## src/rtl/mips_mem_pkg.sv

```systemverilog
// Shared definitions for the MIPS data-memory arbiter: opcodes, FSM encoding
// and the default memory depth.
package mips_mem_pkg;

   localparam logic [5:0] OP_SB = 6'h28;
   localparam logic [5:0] OP_SH = 6'h29;
   localparam logic [5:0] OP_SW = 6'h2B;
   localparam logic [5:0] OP_LW = 6'h23;

   localparam int unsigned DEFAULT_DEPTH = 256;

   typedef enum logic [1:0] {
      StIdle   = 2'd0,
      StAccess = 2'd1,
      StResp   = 2'd2
   } arb_state_e;

   function automatic logic is_store_op(input logic [5:0] op);
      return (op == OP_SB) || (op == OP_SH) || (op == OP_SW);
   endfunction

endpackage

```

## src/rtl/mips_rr_arbiter2.sv

```systemverilog
// Two-way round-robin selector; winner=0 picks A, winner=1 picks B.
// last_winner resets to B so A wins the first conflict.
module mips_rr_arbiter2 (
   input  logic clk,
   input  logic reset,
   input  logic req_a,
   input  logic req_b,
   input  logic advance,
   output logic winner
);

   logic last_b_q, last_b_d;

   always_comb begin
      if (req_a && !req_b) begin
         winner = 1'b0;
      end else if (req_b && !req_a) begin
         winner = 1'b1;
      end else begin
         winner = !last_b_q;
      end
      last_b_d = advance ? winner : last_b_q;
   end

   always_ff @(posedge clk) begin
      if (reset) begin
         last_b_q <= 1'b1;
      end else begin
         last_b_q <= last_b_d;
      end
   end

endmodule

```

## src/rtl/mips_dmem_arbiter.sv

```systemverilog
// Shares the single-port data memory between the CPU (A) and debug/loader (B)
// ports with a registered IDLE -> ACCESS -> RESP handshake.
module mips_dmem_arbiter
   import mips_mem_pkg::*;
#(
   parameter int unsigned DEPTH  = DEFAULT_DEPTH,
   parameter int unsigned ADDR_W = 32
) (
   input  logic              clk,
   input  logic              reset,
   input  logic              req_a,
   input  logic              req_b,
   input  logic              we_a,
   input  logic              we_b,
   input  logic [ADDR_W-1:0] addr_a,
   input  logic [ADDR_W-1:0] addr_b,
   input  logic [31:0]       wdata_a,
   input  logic [31:0]       wdata_b,
   input  logic [5:0]        opcode_a,
   input  logic [5:0]        opcode_b,
   output logic              gnt_a,
   output logic              gnt_b,
   output logic              done_a,
   output logic              done_b,
   output logic              err_a,
   output logic              err_b,
   output logic [31:0]       rdata_a,
   output logic [31:0]       rdata_b,
   output logic [ADDR_W-1:0] mem_addr,
   output logic [31:0]       mem_wdata,
   output logic [5:0]        mem_opcode,
   output logic              mem_write,
   output logic              mem_read,
   input  logic [31:0]       mem_rdata
);

   localparam logic [ADDR_W-1:0] DepthLim = ADDR_W'(DEPTH);

   arb_state_e state_q, state_d;
   logic sel_b_q, sel_b_d, sel_we_q, sel_we_d, sel_err_q, sel_err_d;
   logic gnt_a_q, gnt_a_d, gnt_b_q, gnt_b_d;
   logic done_a_q, done_a_d, done_b_q, done_b_d;
   logic err_a_q, err_a_d, err_b_q, err_b_d;
   logic [31:0] rdata_a_q, rdata_a_d, rdata_b_q, rdata_b_d;
   logic [ADDR_W-1:0] mem_addr_q, mem_addr_d;
   logic [31:0] mem_wdata_q, mem_wdata_d;
   logic [5:0] mem_opcode_q, mem_opcode_d;
   logic mem_write_q, mem_write_d, mem_read_q, mem_read_d;

   logic winner, advance;
   logic req_we, req_bad;
   logic [ADDR_W-1:0] req_addr;
   logic [31:0] req_wdata;
   logic [5:0] req_opcode;

   mips_rr_arbiter2 u_rr (
      .clk     (clk),
      .reset   (reset),
      .req_a   (req_a),
      .req_b   (req_b),
      .advance (advance),
      .winner  (winner)
   );

   always_comb begin
      req_we     = winner ? we_b     : we_a;
      req_addr   = winner ? addr_b   : addr_a;
      req_wdata  = winner ? wdata_b  : wdata_a;
      req_opcode = winner ? opcode_b : opcode_a;
      req_bad    = (req_addr >= DepthLim) || (req_we && !is_store_op(req_opcode));
   end

   always_comb begin
      state_d      = state_q;
      sel_b_d      = sel_b_q;
      sel_we_d     = sel_we_q;
      sel_err_d    = sel_err_q;
      advance      = 1'b0;
      gnt_a_d      = 1'b0;
      gnt_b_d      = 1'b0;
      done_a_d     = 1'b0;
      done_b_d     = 1'b0;
      err_a_d      = 1'b0;
      err_b_d      = 1'b0;
      rdata_a_d    = rdata_a_q;
      rdata_b_d    = rdata_b_q;
      mem_addr_d   = '0;
      mem_wdata_d  = '0;
      mem_opcode_d = '0;
      mem_write_d  = 1'b0;
      mem_read_d   = 1'b0;

      unique case (state_q)
         StIdle: begin
            if (req_a || req_b) begin
               advance   = 1'b1;
               sel_b_d   = winner;
               sel_we_d  = req_we;
               sel_err_d = req_bad;
               gnt_a_d   = !winner;
               gnt_b_d   = winner;
               // Memory bus values are registered here so they appear exactly in ACCESS.
               if (!req_bad) begin
                  mem_addr_d   = req_addr;
                  mem_wdata_d  = req_wdata;
                  mem_opcode_d = req_opcode;
                  mem_write_d  = req_we;
                  mem_read_d   = !req_we;
               end
               state_d = StAccess;
            end
         end
         StAccess: begin
            if (sel_b_q) begin
               done_b_d  = 1'b1;
               err_b_d   = sel_err_q;
               rdata_b_d = (!sel_err_q && !sel_we_q) ? mem_rdata : 32'h0;
            end else begin
               done_a_d  = 1'b1;
               err_a_d   = sel_err_q;
               rdata_a_d = (!sel_err_q && !sel_we_q) ? mem_rdata : 32'h0;
            end
            state_d = StResp;
         end
         StResp: begin
            state_d = StIdle;
         end
         default: begin
            state_d = StIdle;
         end
      endcase
   end

   always_ff @(posedge clk) begin
      if (reset) begin
         state_q      <= StIdle;
         sel_b_q      <= 1'b0;
         sel_we_q     <= 1'b0;
         sel_err_q    <= 1'b0;
         gnt_a_q      <= 1'b0;
         gnt_b_q      <= 1'b0;
         done_a_q     <= 1'b0;
         done_b_q     <= 1'b0;
         err_a_q      <= 1'b0;
         err_b_q      <= 1'b0;
         rdata_a_q    <= '0;
         rdata_b_q    <= '0;
         mem_addr_q   <= '0;
         mem_wdata_q  <= '0;
         mem_opcode_q <= '0;
         mem_write_q  <= 1'b0;
         mem_read_q   <= 1'b0;
      end else begin
         state_q      <= state_d;
         sel_b_q      <= sel_b_d;
         sel_we_q     <= sel_we_d;
         sel_err_q    <= sel_err_d;
         gnt_a_q      <= gnt_a_d;
         gnt_b_q      <= gnt_b_d;
         done_a_q     <= done_a_d;
         done_b_q     <= done_b_d;
         err_a_q      <= err_a_d;
         err_b_q      <= err_b_d;
         rdata_a_q    <= rdata_a_d;
         rdata_b_q    <= rdata_b_d;
         mem_addr_q   <= mem_addr_d;
         mem_wdata_q  <= mem_wdata_d;
         mem_opcode_q <= mem_opcode_d;
         mem_write_q  <= mem_write_d;
         mem_read_q   <= mem_read_d;
      end
   end

   assign gnt_a      = gnt_a_q;
   assign gnt_b      = gnt_b_q;
   assign done_a     = done_a_q;
   assign done_b     = done_b_q;
   assign err_a      = err_a_q;
   assign err_b      = err_b_q;
   assign rdata_a    = rdata_a_q;
   assign rdata_b    = rdata_b_q;
   assign mem_addr   = mem_addr_q;
   assign mem_wdata  = mem_wdata_q;
   assign mem_opcode = mem_opcode_q;
   assign mem_write  = mem_write_q;
   assign mem_read   = mem_read_q;

endmodule

```

## config.mk

```make
export PLATFORM = sky130hd
export DESIGN_NAME = mips_dmem_arbiter
export DESIGN_NICKNAME = d
export VERILOG_FILES = /design/src/rtl/mips_mem_pkg.sv /design/src/rtl/mips_rr_arbiter2.sv /design/src/rtl/mips_dmem_arbiter.sv
export SDC_FILE = /design/constraint.sdc
export NUM_CORES = 1
export LEC_CHECK = 0
export ABC_AREA = 1
export CAP_MARGIN = 20
export CORE_AREA = 2 2 125 127
export DETAILED_ROUTE_END_ITERATION = 16
export DIE_AREA = 0 0 127 129
export PLACE_DENSITY_LB_ADDON = 0.2
export SLEW_MARGIN = 10
export SYNTH_ARGS = -nofsm -noshare
export SYNTH_HDL_FRONTEND = slang
export SYNTH_SLANG_ARGS = --single-unit
```

## constraint.sdc

```tcl
create_clock -name clk -period 3 [get_ports clk]
set_input_delay 0.75 -clock clk [delete_from_list [all_inputs] [get_ports clk]]
set_output_delay 0.75 -clock clk [all_outputs]
set_load 0.02 [all_outputs]
```

======== Word level (Yosys, flattened, before mapping) ========
Cells that the tools add are included.
storage, ports and cells
  flip-flop bits (word level) ............. 148
  bits of input ports ..................... 178
  output and inout bits ................... 142
cells by class
  multiplexer cells ....................... 13
  magnitude comparators ................... 1
  reduce and logical (&&, ||, !) cells .... 25
  eq/ne operators ......................... 5
  bitwise logic cells ..................... 4
operators with widths
  kind                                                                     number
  32-bit 2-to-1 mux                                                        3
  32-bit by 9-bit >= comparator with 1-bit output (second input constant)  1
  6-bit equality test (second input constant)                              3
  3-bit OR reduction                                                       3
  1-bit logical NOT                                                        8
  1-bit 2-to-1 mux                                                         7
  6-bit 2-to-1 mux                                                         1
  2-bit AND reduction                                                      3
  1-bit logical AND                                                        4
  1-bit logical OR                                                         4
  1-bit inverter                                                           4
  2-bit case mux with 2 select lines                                       1
  4-bit OR reduction                                                       1
  2-bit by 1-bit equality test with 1-bit output (second input constant)   1
  2-bit logical NOT                                                        1
  2-bit 2-to-1 mux                                                         1
  2-bit inequality test (second input constant)                            1
  2-bit OR reduction                                                       1

======== Longest topological paths before layout ========
  depth in word-level cells ............... 12
  gate-level depth with buffers ........... 14
  depth with buffers taken out ............ 12

======== Hierarchy ========
A second synthesis with hierarchy kept.
second synthesis, totals
  cells, all modules ...................... 725
  area total of the unflattened synthesis .. 5,874.4 sq um
by module, submodules not included
  module             sequential area each (sq um)  cells each  times used  area an instance (sq um)
  mips_dmem_arbiter  2,942.8                       714         1           5,814.3
  mips_rr_arbiter2   20.0                          11          1           60.1

======== Worst setup path after synthesis ========
OpenSTA, ideal clock, no wires.
  kind .................................... input -> register
  from .................................... in req_a
  to ...................................... reg mem_wdata_q[20], in the netlist mem_wdata[20]
  path buffers ............................ 3
  slack ................................... 885 ps
  arrival ................................. 2,001 ps
  data required time ...................... 2,887 ps
  cell stages on the path ................. 12
  cell sequence ........................... nand2_1 nand2_4 nand2_4 buf_4 o21ai_0 nand2_1 nand3_1 nand2_1 nand4_1 buf_4 buf_6 nor2_1
on the way
  cells in the longest elaborated chain, start to end .. 12
  elaborated cells between the ends (all ways) .. 21
  classes of those cells .................. order compare: 1; eq/ne: 3; mux: 6; bitwise: 1; reduce/logical: 10
ends and longest elaborated chain
  item                                                                                      RTL line                  text
  from (decl)                                                                               mips_dmem_arbiter.sv:11   input logic req_a,
  branches (longest 12 deep; another with 32-bit by 9-bit >= comparator with 1-bit output)  n/a
  to (signal assigned)                                                                      mips_dmem_arbiter.sv:167  mem_wdata_q <= mem_wdata_d;
  to (decl)                                                                                 mips_dmem_arbiter.sv:46   logic [31:0] mem_wdata_q, mem_wdata_d;
Several ways; the timed one is not identified.
A chain may end at the register's enable or synchronous reset.

======== Worst setup path after layout ========
  from .................................... in req_a
  to ...................................... reg mem_wdata_q[4], in the netlist mem_wdata[4]
The elaborated chain is that of the path after synthesis.

==> impl_metrics.json <==
{
  "status": "finished clean",
  "setup_slack_ns": 0.545,
  "num-fill-cells": 1283,
  "cts_tree": "yes",
  "grt_max_degree": 50,
  "min_from": "rdata_a[30]",
  "ys_warn_count": 0,
  "num_io_pins": 320,
  "postLayoutCoreUtil_pct": 66.0,
  "drive_gt1_share_pct": 8.17,
  "cts.reportedPaths.clkPinSlew_ns": 0.06,
  "r2r_end": "mem_wdata[4]",
  "min_period_over_period_pct": 81.8,
  "multi_input_area_um2": 2160,
  "synth_area_um2": 5850,
  "nets": 1255,
  "port_buffers": 319,
  "p_switching_mw": 1.34,
  "fmax_mhz": 407,
  "clkPwrFrac_pct": 40.8,
  "regToRegSetupSlack_ns": 1.03,
  "p_seq_share_pct": 40.4,
  "cpPeakStageDelay_ns": 0.49,
  "finalWirelength_um": 17300,
  "area_growth_pct": 68.8,
  "ff_latch_area_um2": 2960,
  "crit_path_end_kind": "register",
  "avgSynthCellArea_um2": 7.85,
  "drc": 0,
  "dp_hpwl_um": 13100,
  "start_util_pct": 39.1,
  "htreeDepth": 4,
  "layout_min_cycle_time_ns": 2.46,
  "p_int_mw": 3.83,
  "crit_buf_inv": 3,
  "synth_top_area_cell": "dfxtp_1",
  "num_vias": 5636,
  "ir_worst_vdd_uv": 394,
  "first_pass_iters": 4,
  "finalSetupViolCount": 0,
  "gp_congestion": 0.822,
  "die_x_um": 127,
  "min_to": "rdata_a[30]",
  "wire_per_inst_um": 13.5,
  "grt_pass1_wl_um": 26400,
  "worst_pin_slew_ns": 0.880,
  "die-area_um2": 16400,
  "setup.worst_path.class": "input port to register",
  "holdPathStages": 2,
  "track_usage_pct": 21.0,
  "core_um2": 15000,
  "viasPerCell": 4.41,
  "rsz0062_at_grt": "no",
  "ys_seq_elements": 148,
  "crit_slowest_cell": "clkdlybuf4s50_1",
  "grt.overflow.total": 0,
  "swShare_pct": 26.0,
  "r2r-start": "u_rr.last_b_q",
  "worstHoldPathType": "register to register",
  "yosysUniqueCellTypes": 23,
  "slew_viol_final": 0,
  "crit_fanout": 48,
  "cts_resized": 0,
  "worstPathCellList": "clkdlybuf4s50_1 > nand2_1 > nand2_4 > buf_4 > nand3b_1 > nand2_1 > nand2_1 > nor2_1 > nand2_1 > nor2_2 > nand4_1 > buf_12 > nor2_1",
  "drt_iter0_drc": 202,
  "clock_latency_ns": 0.42,
  "grt_antenna_before_repair": 1,
  "clockBufferDepth": 2,
  "pre_cts_slack_ns": 0.168,
  "synthCells": 745,
  "crit_family": "simple AND/OR/NAND/NOR gates",
  "cp.arrival_ns": 2.81,
  "synth.area.top_cells": "dfxtp_1 51%, inv_1 10%, mux2_2 6.2%, a21oi_1 5.7%, nor2_1 5.7%",
  "synth_top_area_share_pct": 50.6,
  "clkSinkCount": 148,
  "combPwrFrac_pct": 18.8,
  "synth-seq-area-share_pct": 50.6,
  "critPathLaunchType": "input port",
  "ctsHoldBuffers": 0,
  "critPathMostFrequentCell": "nand2_1",
  "reg2reg_depth": 12,
  "skew_ns": 0.0112,
  "maxCapViolCount": 0,
  "setup_tns_ns": 0,
  "required_ns": 3.35,
  "postCtsSetupRepairBufs": 0,
  "slew_headroom_pct": 41.3,
  "p_per_area_nw_per_um2": 524,
  "die_h_um": 129,
  "antenna_left": 0,
  "hold_violations": 0,
  "grt_pass1_vias": 5374,
  "root_buffer": "clkbuf_16",
  "p_leak_nw": 4.27,
  "fp-row-count": 45,
  "cts-buffers-inserted": 17
}
## worst register-to-register path, stage by stage, from the launching register on
cell and delay [ns]:
dfxtp_1 0.32, inv_1 0.11, nand2_4 0.07, nand2_4 0.31
nand2_1 0.11, nand2_1 0.08, nand2_1 0.05, nor2_1 0.10
nand2_1 0.08, nor2_2 0.15, nand4_1 0.15, buf_12 0.22
nor2_1 0.15
## Yosys cell counts
cell,count
buf_1,2
nand3_1,14
mux2i_1,8
nor3_1,3
a21oi_1,67
conb_1,1
o21ai_0,66
nand2_1,78
or2_2,1
nand4_1,2
nand2_4,3
dfxtp_1,148
buf_4,5
buf_2,9
clkbuf_1,23
nor2_1,89
mux2_2,32
o21ai_1,4
nand3b_1,15
nor2_2,9
buf_6,3
inv_1,162
o211ai_1,1
## placed cells by master, fill, tap and decap left out, types with 2 or more instances in the layout
cell / count
clkdlybuf4s50_1: 319
inv_1: 162
dfxtp_1: 148
nor2_1: 89
nand2_1: 78
a21oi_1: 67
o21ai_0: 66
mux2_2: 32
conb_1: 24
clkbuf_16: 17
nand3b_1: 15
nand3_1: 13
buf_4: 11
nor2_2: 9
mux2i_1: 8
o21ai_1: 4
inv_6: 4
nand2_4: 3
nor3_1: 3
clkinv_4: 3
nand4_1: 2
clkbuf_1: 2
bufinv_16: 2
buf_12: 2
## power by group through the flow
stage               registers [mW]  logic [mW]  clock network (mW)
floorplan                     2.23       0.401                   0
global placement              2.13       0.966                   0
detailed placement            2.13       0.973                   0
CTS                           2.09       0.980                2.17
global route                  2.10        1.07                2.25
finish                        2.09       0.973                2.11
## area by class of cell
class	instances	area share (%)
repair buffers	332	33.6
flip-flops and latches	148	30.0
multi-input cells	416	21.9
inverters	162	6.16
clock buffers	20	4.52
well taps	188	2.38
clock inverters	12	1.47
diodes	1	0.0253
## cells by family (layout without fill, tap and decap cells)
group	Yosys count	count (layout)	share of synthesized area (%)
multiplexers	40	40	7.53
AND/OR/NAND/NOR	214	214	16.0
AO/OA/AOI/OAI	138	138	11.8
flip-flops	148	148	50.6
buffers and inverters	204	526	14.0
other	1	25	0.0641
## per-layer routing
metal / share of wire, % / wire length, um / track usage [%] / vias up
met1: 35 / 6100 / 20.5 / 2484
met5: 0 / 0 / 0 / -
li1: - / - / - / 2913
met4: 2.0 / 355 / 8.47 / 0
met2: 52 / 9010 / 38.0 / 210
met3: 11 / 1860 / 10.5 / 29
## state kept, by name, indices dropped and copies added (netlist names), 2 cells and up
signal / count
mem_addr: 32
mem_opcode: 6
state_q: 2
rdata_a: 32
mem_wdata: 32
rdata_b: 32
## worst max-delay path by stage
| stage | from | end | slack, ns | cells past startpoint |
|---|---|---|---|---|
| 2_1_floorplan | req_a | mem_wdata[20] | 0.89 | 12 |
| 3_3_place_gp | req_a | mem_addr[4] | 0.22 | 13 |
| 3_5_place_dp | req_a | mem_wdata[8] | 0.17 | 13 |
| 4_1_cts | req_a | mem_wdata[4] | 0.59 | 13 |
| 5_1_grt | req_a | mem_wdata[16] | 0.35 | 13 |
| 6_report | req_a | mem_wdata[4] | 0.54 | 13 |
## metrics by stage
step / power (mW) / cells / hold WS (ns) / area, um2
after floorplan: 2.63 / 768 / 0.444 / 5940
after global placement: 3.10 / 1246 / 0.430 / 9280
after detailed placement: 3.11 / 1246 / 0.434 / 9280
after CTS: 5.24 / 1278 / 0.443 / 9880
after global routing: 5.42 / 1279 / 0.462 / 9880
final: 5.17 / 1279 / 0.441 / 9880
No activity file was read; power rests on OpenSTA's default activity.
